<file path="src/rtl/mem_access.sv">
// Memory-access pipeline stage: runs loads/stores against a 1-cycle synchronous data memory.
// Define MEM_ACCESS_PERF_EN to add free-running accepted-load/store counters (ld_cnt_o, st_cnt_o).
module mem_access #(
    parameter int WORD = 32,
    parameter int ADDR = 16,
    parameter int W_RD = 5
) (
    input  logic            clk,
    input  logic            rst,
    input  logic            v_i,
    output logic            stall_o,
    input  logic            wb_i,
    input  logic [W_RD-1:0] rd_num_i,
    input  logic [WORD-1:0] rd_data_i,
    input  logic [1:0]      mem_op_i,
    input  logic [ADDR-1:0] maddr_i,
    input  logic [WORD-1:0] sdata_i,
    output logic [ADDR-1:0] dm_a_o,
    output logic            dm_w_o,
    output logic [WORD-1:0] dm_d_o,
    input  logic [WORD-1:0] dm_q_i,
    output logic            v_o,
    input  logic            stall_i,
    output logic            wb_o,
    output logic [W_RD-1:0] rd_num_o,
    output logic [WORD-1:0] rd_data_o
`ifdef MEM_ACCESS_PERF_EN
    ,
    output logic [31:0]     ld_cnt_o,
    output logic [31:0]     st_cnt_o
`endif
);
    typedef enum logic {RUN, LOAD_WAIT} state_t;

    state_t          state_reg, state_next;
    logic            v_reg, v_next;
    logic            wb_reg, wb_next;
    logic [W_RD-1:0] rd_num_reg, rd_num_next;
    logic [WORD-1:0] rd_data_reg, rd_data_next;
    logic [ADDR-1:0] pend_addr_reg, pend_addr_next;
    logic [W_RD-1:0] pend_rd_reg, pend_rd_next;
    logic            pend_wb_reg, pend_wb_next;

    logic busy, accept, is_load, is_store;

    assign is_load  = (mem_op_i == 2'b01);
    assign is_store = (mem_op_i == 2'b10);
    assign busy     = v_reg && stall_i;
    assign stall_o  = (state_reg == LOAD_WAIT) || busy;
    assign accept   = v_i && !stall_o;

    // Address is held on the pending value during LOAD_WAIT so dm_q_i stays valid while busy.
    assign dm_a_o = (state_reg == LOAD_WAIT) ? pend_addr_reg : maddr_i;
    assign dm_w_o = accept && is_store && rst;
    assign dm_d_o = sdata_i;

    assign v_o       = v_reg;
    assign wb_o      = wb_reg;
    assign rd_num_o  = rd_num_reg;
    assign rd_data_o = rd_data_reg;

    always_comb begin
        state_next     = state_reg;
        v_next         = v_reg;
        wb_next        = wb_reg;
        rd_num_next    = rd_num_reg;
        rd_data_next   = rd_data_reg;
        pend_addr_next = pend_addr_reg;
        pend_rd_next   = pend_rd_reg;
        pend_wb_next   = pend_wb_reg;
        if (!busy) begin
            v_next = 1'b0;
            if (state_reg == LOAD_WAIT) begin
                v_next       = 1'b1;
                wb_next      = pend_wb_reg;
                rd_num_next  = pend_rd_reg;
                rd_data_next = dm_q_i;
                state_next   = RUN;
            end else if (accept) begin
                if (is_load) begin
                    pend_addr_next = maddr_i;
                    pend_rd_next   = rd_num_i;
                    pend_wb_next   = wb_i;
                    state_next     = LOAD_WAIT;
                end else begin
                    v_next       = 1'b1;
                    wb_next      = wb_i && !is_store;
                    rd_num_next  = rd_num_i;
                    rd_data_next = is_store ? sdata_i : rd_data_i;
                end
            end
        end
    end

    always_ff @(posedge clk) begin
        if (!rst) begin
            state_reg     <= RUN;
            v_reg         <= 1'b0;
            wb_reg        <= 1'b0;
            rd_num_reg    <= '0;
            rd_data_reg   <= '0;
            pend_addr_reg <= '0;
            pend_rd_reg   <= '0;
            pend_wb_reg   <= 1'b0;
        end else begin
            state_reg     <= state_next;
            v_reg         <= v_next;
            wb_reg        <= wb_next;
            rd_num_reg    <= rd_num_next;
            rd_data_reg   <= rd_data_next;
            pend_addr_reg <= pend_addr_next;
            pend_rd_reg   <= pend_rd_next;
            pend_wb_reg   <= pend_wb_next;
        end
    end

`ifdef MEM_ACCESS_PERF_EN
    logic [31:0] ld_cnt_reg, st_cnt_reg;

    always_ff @(posedge clk) begin
        if (!rst) begin
            ld_cnt_reg <= '0;
            st_cnt_reg <= '0;
        end else begin
            if (accept && is_load)  ld_cnt_reg <= ld_cnt_reg + 32'd1;
            if (accept && is_store) st_cnt_reg <= st_cnt_reg + 32'd1;
        end
    end

    assign ld_cnt_o = ld_cnt_reg;
    assign st_cnt_o = st_cnt_reg;
`endif
endmodule

</file>
<file path="config.mk">
export PLATFORM = sky130hd
export DESIGN_NAME = mem_access
export DESIGN_NICKNAME = d
export VERILOG_FILES = /design/src/rtl/mem_access.sv
export SDC_FILE = /design/constraint.sdc
export NUM_CORES = 1
export LEC_CHECK = 0
export CORE_MARGIN = 10
export CORE_UTILIZATION = 40
export CTS_BUF_LIST = sky130_fd_sc_hd__clkbuf_8
export DETAILED_ROUTE_END_ITERATION = 16
export GPL_ROUTABILITY_DRIVEN = 0
export MAX_ROUTING_LAYER = met4
export PLACE_DENSITY = 0.89
export SKIP_CTS_REPAIR_TIMING = 1
export SLEW_MARGIN = 20
export SYNTH_ARGS = -nofsm -noshare
export SYNTH_HDL_FRONTEND = slang
export SYNTH_SLANG_ARGS = --single-unit
</file>
<file path="constraint.sdc">
create_clock -name clk -period 2.2 [get_ports clk]
set_input_delay 0.44 -clock clk [delete_from_list [all_inputs] [get_ports clk]]
set_output_delay 0.44 -clock clk [all_outputs]
set_load 0.05 [all_outputs]
</file>
==> summary.md, run 1 <==
| Metric | Value |
|---|---|
| Status | `complete, no violations` |
| Final wirelength | `15.25 mm` |
| Worst-margin pin slew | `0.5605 ns` |
| Max FO, Critical Path | `4` |
| Buf/Inv on CP | `3` |
| Root Driver | `clkbuf_8` |
| CP Cell Sequence | `clkdlybuf4s50_1 -> a21oi_2 -> clkinvlp_4 -> nor3_4 -> buf_12` |
| CP max stage cell | `clkdlybuf4s50_1` |
| Max reg flops | `32` |
| Synthesized area per cell | `8.495 sq um` |
| Top post-synthesis cells by count | `dfxtp_1 (62), nand2_1 (35), clkbuf_1 (34)` |
| Core area | `9328 sq um` |
| Post-route ant nets | `0` |
| Final hold vios | `0` |
| Clock-pin slew on the worst setup and hold paths | `0.08 ns` |
| H-tree Lvls | `3` |
| Die height | `118.4 um` |
| Drt drc | `0` |
| Share of cells above drive strength 1 | `22.89%` |
| Share of the synthesized area in the top cell type | `32.04%` |
| Crit path time final | `2.093 ns` |
| Peak supply drop | `0.0004688 V` |
| Initial antenna violation count | `0` |
| DIE AREA | `14,020 sq um` |
| Post-DR vias/cell | `5.495` |
| Row count | `35` |
| Synthesis-to-finish area growth | `66.18%` |
| Syn. warnings | `0` |
| TritonCTS clock tree | `built` |
| Post-synthesis sequential area ratio | `32.04%` |
| # fillers | `702` |
| Worst-case clock buffer depth | `2` |
| Global Route Usage Sum | `20.58%` |
| Setup WS post-layout | `0.1069 ns` |
| Setup violations, final | `0` |
| Total CTS buffers | `9` |
| Most frequent cell after synthesis | `dfxtp_1` |
| Pwr Density | `550.1 nW/um^2` |
| Die width | `118.4 um` |
| Syn nets | `580` |
| DRT Pass-1 Iters | `4` |
| Unrepaired setup endpoints after global routing | `no` |
| Post-synth EDFFs | `0` |
| GRT overflow | `0` |
| First-pass GRT wire length | `23.45 mm` |
| Setup TNS | `0 ns` |
| Main synth FF type | `dfxtp_1` |
| Final Non-Filler Cells | `758` |
| Mapped Area | `3874 sq um` |
| Pleak | `2.414 nW` |
| Clk sinks | `62` |
| Nature of the critical path startpoint | `input port` |
| Total vias in the final route | `4,165` |
| Largest net degree at the start of global routing | `55` |
| Pre-CTS WS | `0.06567 ns` |
| Largest cells by area after synthesis | `dfxtp_1 (32%), and3b_1 (7.5%), o22ai_2 (6.5%)` |
| Unique masters post-synth | `26` |
| Yosys reg bits | `62` |
| Placed Cells incl. Taps | `734` |
| Hold Path Class | `reg -> reg` |
| Async SR Flop Fraction | `0%` |
| Max-Cap Viols | `0` |
| Max Freq | `0.4778 GHz` |
| First DRT Iteration DRCs | `420` |
| Buffers on Ports | `212` |
| Final nets | `748` |
| Max Slew Vio Count | `0` |
| # IOs | `213` |
| Crit-path max cell delay | `0.44 ns` |
| Synth area leader | `dfxtp_1` |
| Worst Path Required | `1.76 ns` |
| ANT cells | `0` |
| Critical path class | `in -> out` |
| Clock skew | `0.005498 ns` |
| Critical path capture point type | `output port` |
| Cells after synthesis | `456` |
| Clk_lat worst skew | `0.33 ns` |
| Initial core utilization | `41.53%` |
| Dpl hpwl | `11.42 mm` |
| Vias in the first global route | `4,313` |
| Total Power | `3.541 mW` |
| Worst slew margin | `62.52%` |
| Critical path's top delay family | `buffers and inverters` |
| Period Utilization, post-route | `95.14%` |
| Wirelength per Cell | `20.12 um` |
| Crit path DAT | `1.65 ns` |
## final timing paths
kind,startpoint,end,slack (ns),depth (start not counted)
hold reg to reg,rd_data_o[6],rd_data_o[6],0.47,2
setup reg to reg,state_reg,pend_addr_reg[3],0.49,7
setup / recovery,stall_i,dm_w_o,0.11,5
hold / removal,rd_data_o[6],rd_data_o[6],0.47,2
## stage by stage
stage,hold WS (ns),utilization (%),instance area [sq um]
after floorplan,0.4502,-,3886
after global placement,0.4549,66.41,6195
after detailed placement,0.4608,66.41,6195
after CTS,0.4642,68.36,6376
after global routing,0.5012,69.01,6437
final,0.4716,69.01,6437
## area by class of cell
| type | count | area [sq um] | share of cell area [%] |
|---|---|---|---|
| Timing Repair Buffer | 241 | 2670 | 41.48 |
| Multi-Input combinational cell | 307 | 2165 | 33.62 |
| Sequential cell | 62 | 1245 | 19.34 |
| Tap cell | 129 | 161.4 | 2.507 |
| Clock buffer | 9 | 123.9 | 1.924 |
| Clock inverter | 7 | 57.56 | 0.8941 |
| Inverter | 3 | 15.01 | 0.2332 |
## placed cells by master, fill, tap and decap left out, drive strengths merged
cell type and n:
a311oi 1, o22ai 32, nand2b 33, and3b 33
o21ai 23, inv 5, mux2i 5, a21oi 31
nand2 35, nand4 32, and2 1, clkinv 3
buf 80, a211oi 37, clkinvlp 2, a2bb2oi 1
nor3 1, dfxtp 62, mux2 16, clkbuf 9
or3b 1, clkdlybuf4s50 161, nand3b 2, nand3 23
## worst min-delay path, stage by stage, from the launching register on
cell     delay [ns]
dfxtp_1        0.32
nand2_1        0.05
o22ai_1        0.06
## where the power goes
| group | switching, mW | total [mW] | internal (mW) |
|---|---|---|---|
| logic | 0.765 | 1.39 | 0.626 |
| registers | 0.0434 | 1.24 | 1.19 |
| clock network | 0.493 | 0.916 | 0.422 |
| total | 1.30 | 3.54 | 2.24 |
## logic make-up after synthesis
group / after synthesis / share of synthesized area [%]
AOI/OAI and AO/OA: 125 / 23.90
buffers and inverters: 87 / 12.82
DFF: 62 / 32.04
muxes: 21 / 5.943
and+or+nand+nor: 161 / 25.29
## per-layer routing
| metal | part of all wire (%) | vias to the layer above | GRT usage [%] |
|---|---|---|---|
| met1 | 40 | 1996 | 22.79 |
| li1 | - | 1977 | - |
| met5 | 0 | - | - |
| met2 | 52 | 164 | 36.72 |
| met4 | 2.2 | 0 | 4.885 |
| met3 | 6.4 | 28 | 4.522 |
Power figures use the tool's default switching activity.
==> inputs of run 2 (changes only) <==
--- a/config.mk
+++ b/config.mk
@@ -17,3 +17,4 @@
 export SYNTH_ARGS = -nofsm -noshare
 export SYNTH_HDL_FRONTEND = slang
 export SYNTH_SLANG_ARGS = --single-unit
+export TNS_END_PERCENT = 50
==> results of run 2 <==
Final layout, timing and power as in run 1 (identical DEF).
